--- config.mk ---
export PLATFORM = sky130hd
export DESIGN_NAME = pipe_ctrl
export DESIGN_NICKNAME = d
export VERILOG_FILES = /design/src/rtl/pipe_ctrl.sv
export SDC_FILE = /design/constraint.sdc
export NUM_CORES = 1
export LEC_CHECK = 0
export ABC_CLOCK_PERIOD_IN_PS = 10900
export CAP_MARGIN = 20
export CORE_MARGIN = 5
export CORE_UTILIZATION = 51
export DETAILED_ROUTE_END_ITERATION = 10
export PLACE_DENSITY_LB_ADDON = 0.15
export SETUP_SLACK_MARGIN = 0.5
export SLEW_MARGIN = 20
export SYNTH_ARGS = -nofsm -noshare
export SYNTH_HDL_FRONTEND = slang
export SYNTH_SLANG_ARGS = --single-unit
--- constraint.sdc ---
create_clock -name clk -period 10.9 [get_ports clk]
set_input_delay 2.725 -clock clk [delete_from_list [all_inputs] [get_ports clk]]
set_output_delay 2.725 -clock clk [all_outputs]
set_load 0.02 [all_outputs]
--- src/rtl/pipe_ctrl.sv ---
// Y86-64 pipeline control: hazard detection, stall/bubble steering, run/halt
// sequencing and performance counters for the 5-stage pipe.
module pipe_ctrl #(
    parameter int CNT_W = 32
) (
    input  logic             clk,
    input  logic             rst,
    input  logic             go,
    input  logic [3:0]       D_icode,
    input  logic [3:0]       d_srcA,
    input  logic [3:0]       d_srcB,
    input  logic [3:0]       E_icode,
    input  logic [3:0]       E_dstM,
    input  logic             e_Cnd,
    input  logic [3:0]       M_icode,
    input  logic [2:0]       m_stat,
    input  logic [2:0]       W_stat,
    input  logic [3:0]       W_icode,
    output logic             F_stall,
    output logic             D_stall,
    output logic             D_bubble,
    output logic             E_bubble,
    output logic             M_bubble,
    output logic             W_stall,
    output logic             set_cc,
    output logic [2:0]       cpu_stat,
    output logic             running,
    output logic [CNT_W-1:0] retired_cnt,
    output logic [CNT_W-1:0] stall_cnt,
    output logic [CNT_W-1:0] mispred_cnt
);

    localparam logic [3:0] I_NOP    = 4'd1;
    localparam logic [3:0] I_MRMOVQ = 4'd5;
    localparam logic [3:0] I_OPQ    = 4'd6;
    localparam logic [3:0] I_JXX    = 4'd7;
    localparam logic [3:0] I_RET    = 4'd9;
    localparam logic [3:0] I_POPQ   = 4'd11;
    localparam logic [3:0] R_NONE   = 4'd15;
    localparam logic [2:0] S_AOK    = 3'd1;
    localparam logic [CNT_W-1:0] CNT_ONE  = {{(CNT_W-1){1'b0}}, 1'b1};
    localparam logic [CNT_W-1:0] CNT_ZERO = {CNT_W{1'b0}};

    typedef enum logic [1:0] {
        ST_IDLE = 2'd0,
        ST_RUN  = 2'd1,
        ST_HALT = 2'd2
    } state_t;

    state_t           state_q, state_d;
    logic [2:0]       cpu_stat_q, cpu_stat_d;
    logic [CNT_W-1:0] retired_q, retired_d;
    logic [CNT_W-1:0] stall_q, stall_d;
    logic [CNT_W-1:0] mispred_q, mispred_d;

    logic load_use_s, ret_pend_s, mispred_s, exc_m_s, exc_w_s, retire_s;

    assign load_use_s = ((E_icode == I_MRMOVQ) || (E_icode == I_POPQ)) &&
                        (E_dstM != R_NONE) && ((E_dstM == d_srcA) || (E_dstM == d_srcB));
    assign ret_pend_s = (D_icode == I_RET) || (E_icode == I_RET) || (M_icode == I_RET);
    assign mispred_s  = (E_icode == I_JXX) && !e_Cnd;
    assign exc_m_s    = (m_stat != S_AOK);
    assign exc_w_s    = (W_stat != S_AOK);
    assign retire_s   = (W_stat == S_AOK) && (W_icode != I_NOP);

    // Next-state, pipeline controls and counter updates per run state
    always_comb begin
        state_d    = state_q;
        cpu_stat_d = cpu_stat_q;
        retired_d  = retired_q;
        stall_d    = stall_q;
        mispred_d  = mispred_q;
        F_stall    = 1'b1;
        D_stall    = 1'b0;
        D_bubble   = 1'b1;
        E_bubble   = 1'b1;
        M_bubble   = 1'b1;
        W_stall    = 1'b0;
        set_cc     = 1'b0;
        case (state_q)
            ST_IDLE: begin
                if (go) begin
                    state_d = ST_RUN;
                end else begin
                    state_d = ST_IDLE;
                end
            end
            ST_RUN: begin
                // D_stall wins over the ret bubble so a held D is never also flushed
                F_stall  = load_use_s | ret_pend_s;
                D_stall  = load_use_s;
                D_bubble = mispred_s | (ret_pend_s & !load_use_s);
                E_bubble = mispred_s | load_use_s;
                M_bubble = exc_m_s | exc_w_s;
                W_stall  = exc_w_s;
                set_cc   = (E_icode == I_OPQ) && !exc_m_s && !exc_w_s;
                if (retire_s) begin
                    retired_d = retired_q + CNT_ONE;
                end else begin
                    retired_d = retired_q;
                end
                if (load_use_s | ret_pend_s) begin
                    stall_d = stall_q + CNT_ONE;
                end else begin
                    stall_d = stall_q;
                end
                if (mispred_s) begin
                    mispred_d = mispred_q + CNT_ONE;
                end else begin
                    mispred_d = mispred_q;
                end
                if (exc_w_s) begin
                    state_d    = ST_HALT;
                    cpu_stat_d = W_stat;
                end else begin
                    state_d    = ST_RUN;
                end
            end
            ST_HALT: begin
                F_stall  = 1'b1;
                D_stall  = 1'b1;
                D_bubble = 1'b0;
                E_bubble = 1'b0;
                M_bubble = 1'b1;
                W_stall  = 1'b1;
                set_cc   = 1'b0;
                state_d  = ST_HALT;
            end
            default: begin
                state_d = ST_IDLE;
            end
        endcase
    end

    // State, status and counter registers
    always_ff @(posedge clk or posedge rst) begin
        if (rst) begin
            state_q    <= ST_IDLE;
            cpu_stat_q <= S_AOK;
            retired_q  <= CNT_ZERO;
            stall_q    <= CNT_ZERO;
            mispred_q  <= CNT_ZERO;
        end else begin
            state_q    <= state_d;
            cpu_stat_q <= cpu_stat_d;
            retired_q  <= retired_d;
            stall_q    <= stall_d;
            mispred_q  <= mispred_d;
        end
    end

    assign cpu_stat    = cpu_stat_q;
    assign running     = (state_q == ST_RUN);
    assign retired_cnt = retired_q;
    assign stall_cnt   = stall_q;
    assign mispred_cnt = mispred_q;

endmodule
==> impl_summary.md <==
Worst setup path
The critical path in this run is classified as primary input to output port. STA puts the critical path data arrival time at 5.01 ns. STA puts the critical path data required time at 8.18 ns.

The highest net fanout along the worst path is 5. The nature of the critical path startpoint is a primary input. The worst setup path is captured at an output port.

Timing
The peak clock frequency supported by timing is 129.3 MHz. For the final routed database, the setup TNS stands at 0 ns. The worst path needs 7.736 ns of the cycle, external delays included. The number of endpoints failing setup at the final stage is 0. The transition at the pin with the smallest max-transition slack is 0.9311 ns.

The worst slew slack as a fraction of its limit is 37.51%. Across the routed clock network, the largest skew measured is 0.01204 ns. Across all setup checks in the final design, the least slack found is 3.164 ns. The number of failing hold endpoints at the final stage is 0. Of the available clock period, the critical path in the final layout requires 70.97%. Setup repair after global routing left no endpoint under its margin. The final number of max-transition violations was 0.

Logic synthesis
The synthesized design contains 0 enable-type register cells. The post-synthesis sequential area ratio is 51.69%. The register bit total from synthesis is 101. Among all flip-flop cells after synthesis, the most frequent one is sky130_fd_sc_hd__dfrtp_1. The synthesized area per cell is 10.80 um^2.

When the netlist entered floorplanning its net count stood at 498. The fraction of registers with async set/reset is 100.0%. The instance count of the mapped netlist is 453. The number of different library cells used by synthesis comes to 53. The synthesized netlist occupies a cell area of 4892 um^2. The warning count from the yosys run is 0.

Run
Across the run, the number of max-cap violations was 0.

Clock tree
The number of clock buffers added by TritonCTS is 9. After clock tree synthesis, the clock-pin slew on the worst setup and hold paths is 0.10 ns. The setup fix buffers added after clock tree synthesis is 0. The clock tree from TritonCTS is built. The count of cells resized by post-cts repair is 0. The H-tree depth is 3. For the worst-skew pair, the clock arrives at the later sink with an insertion delay of 0.36 ns.

The buffer type at the clock tree root is sky130_fd_sc_hd__clkbuf_8. Counting along the longest clock path gives a buffer depth of 2. The clock net in this run drives a total of 101 sinks.

After clock tree synthesis, the flow added hold-fix buffers numbering 0.

Layout
Compared with the post-synthesis result, the final layout area differs by 36.16%. The total number of nets in the final design is 648. Of the cells placed in the final design, the portion with a size suffix greater than 1 is 7.072%. The number of antenna diodes in the final layout is 0. The number of non-filler instances in the completed layout is 737.

Floorplan
The floorplan step defined a core boundary enclosing 9284 um^2. In this run the core area contains 35 standard-cell rows. The starting utilization of the core area is 52.70%. The die boundary width is 107.9 um. The area of the die is 11650 um^2.

The chip height is 107.9 um. The number of placed I/O pins is 145.

Global routing
The first-pass GRT wire length is 19200 um. The largest net degree at the start of global routing is 52. Global routing used 20.66% of the available tracks. The number of antenna violations at the first check in global routing is 0. The via count of the first global-routing pass came to 3862. After global routing the overflow that remains totals 0.

Drt
The DRC marker count from the first detailed-route iteration is 114. The number of nets with antenna violations after detailed routing is 0. Across all layers, the routed design uses 3732 vias. After detailed routing, the number of vias per cell comes to 5.064. In the routed design, unresolved DRC markers number 0. For this run, the detailed router's first-pass iteration total came to 4. The average routed wire per standard cell is 15.35 um. After detailed routing, the total wire length is 11310 um.

Placement
The routability-driven placement congestion ratio is 0.8309. Once placement completed, the tool counted placed cells totaling 721. Buffers placed on the I/O ports in this run total 144. The wire-length estimate of the detail-placed layout is 8756 um. The pre-CTS setup slack is 3.173 ns.

Pwr
The worst voltage drop across the vdd grid is 121.5 uV. The power per cell area is 126.0 nW/um^2. In this run switching power makes up 29.30% of total power.

The leakage component of the power is 0.002990 uW. The relative contribution of the clock network to total power is 27.6%. The internal power consumption is 593.4 uW. The net switching power is 245.9 uW.

Of the total power, combinational logic draws 22.4%. The sequential share of power is 49.9%.

Run status
The run finished with clean final reports.

Hold path
The path type of the worst min-delay path is flop to flop.
## critical path, cell delays in order
cell	delay, ns
sky130_fd_sc_hd__clkdlybuf4s50_1	0.47
sky130_fd_sc_hd__nand4bb_1	0.32
sky130_fd_sc_hd__or4b_2	0.71
sky130_fd_sc_hd__nor3_1	0.16
sky130_fd_sc_hd__clkdlybuf4s50_1	0.63
## worst paths after layout
| kind | slack (ns) | cells after the start | startpoint | to |
|---|---|---|---|---|
| worst min-delay path | 0.47 | 1 | mispred_cnt[31] | mispred_cnt[31] |
| min in group asynchronous | 2.80 | 2 | rst | mispred_cnt[26] |
| worst max-delay path | 3.16 | 5 | W_stat[1] | set_cc |
| worst max register to register | 8.03 | 8 | state_q[1] | retired_cnt[28] |
| worst min register to register | 0.47 | 1 | mispred_cnt[31] | mispred_cnt[31] |
| max in group asynchronous | 7.04 | 3 | rst | stall_cnt[8] |
## cell type report
class / count / area, um^2
Fill cell: 719 / 2623
Sequential cell: 101 / 2529
Multi-Input combinational cell: 331 / 2273
Timing Repair Buffer: 145 / 1449
Tap cell: 129 / 161.4
Clock buffer: 11 / 131.4
Clock inverter: 5 / 58.81
Inverter: 15 / 58.81
## power groups by stage
stage,registers [uW],clock network (uW),logic (uW)
global placement,425,0,187
global route,423,256,205
finish,419,232,188
floorplan,443,0,81.0
CTS,419,238,191
detailed placement,426,0,190
## through the flow
step                      hold slack [ns]  util, %  cell area (um^2)  power (uW)
final                              0.4662    71.75              6661       839.3
after global routing               0.4899    71.75              6661       883.8
after CTS                          0.4750    71.75              6661       848.3
after detailed placement           0.4616    69.70              6471       616.0
after global placement             0.4561    69.70              6471       611.8
after floorplan                    0.5026        -              4892       524.2
## cell usage in the layout (no fill, tap or decap), types with 6 or more instances in the layout
master and n:
sky130_fd_sc_hd__and3_1 8, sky130_fd_sc_hd__and4_1 6, sky130_fd_sc_hd__clkbuf_8 9, sky130_fd_sc_hd__clkdlybuf4s50_1 144, sky130_fd_sc_hd__dfrtp_1 100, sky130_fd_sc_hd__ha_1 7, sky130_fd_sc_hd__inv_1 14, sky130_fd_sc_hd__nand2_1 49
sky130_fd_sc_hd__nand3_1 29, sky130_fd_sc_hd__nand4_1 20, sky130_fd_sc_hd__nor2_1 40, sky130_fd_sc_hd__nor3_1 13, sky130_fd_sc_hd__xnor2_1 59, sky130_fd_sc_hd__xor2_1 39
## layer usage
metal / global-route usage [%] / up-vias / routed length (um)
li1: - / 1825 / -
met2: 35.66 / 90 / 5768
met5: 0 / - / 0
met3: 4.239 / 15 / 482
met1: 26.31 / 1802 / 4871
met4: 6.041 / 0 / 189
## flip-flops by register name (all words and copies together), names as in the netlist
name,count
mispred_cnt,32
retired_cnt,32
stall_cnt,32
cpu_stat,3
state_q,2
## Yosys cell counts, drive strengths merged (5+ instances only)
library cell	number	area (um^2)
or3	5	31.28
inv	15	56.30
o21ai	5	28.77
and3	8	50.05
dfrtp	100	2502
nand3	30	155.1
buf	5	30.02
nand2	49	183.9
ha	7	87.58
nand4	22	158.9
xnor2	62	565.6
and4	6	52.55
nor2	45	195.2
xor2	39	341.6
nor3	15	85.08
## logic make-up (layout without fill, tap and decap cells)
logic type,count (synthesis),after routing,synth area share [%]
multiplexers,2,2,0.4603
XOR/XNOR,101,101,18.54
buffers and inverters,21,176,1.841
adder cells (fa/ha/maj),7,7,1.790
AND/OR/NAND/NOR,207,207,23.79
AO/OA/AOI/OAI,14,14,1.893
flip-flops,101,101,51.69
(Power assumes the default switching activity.)
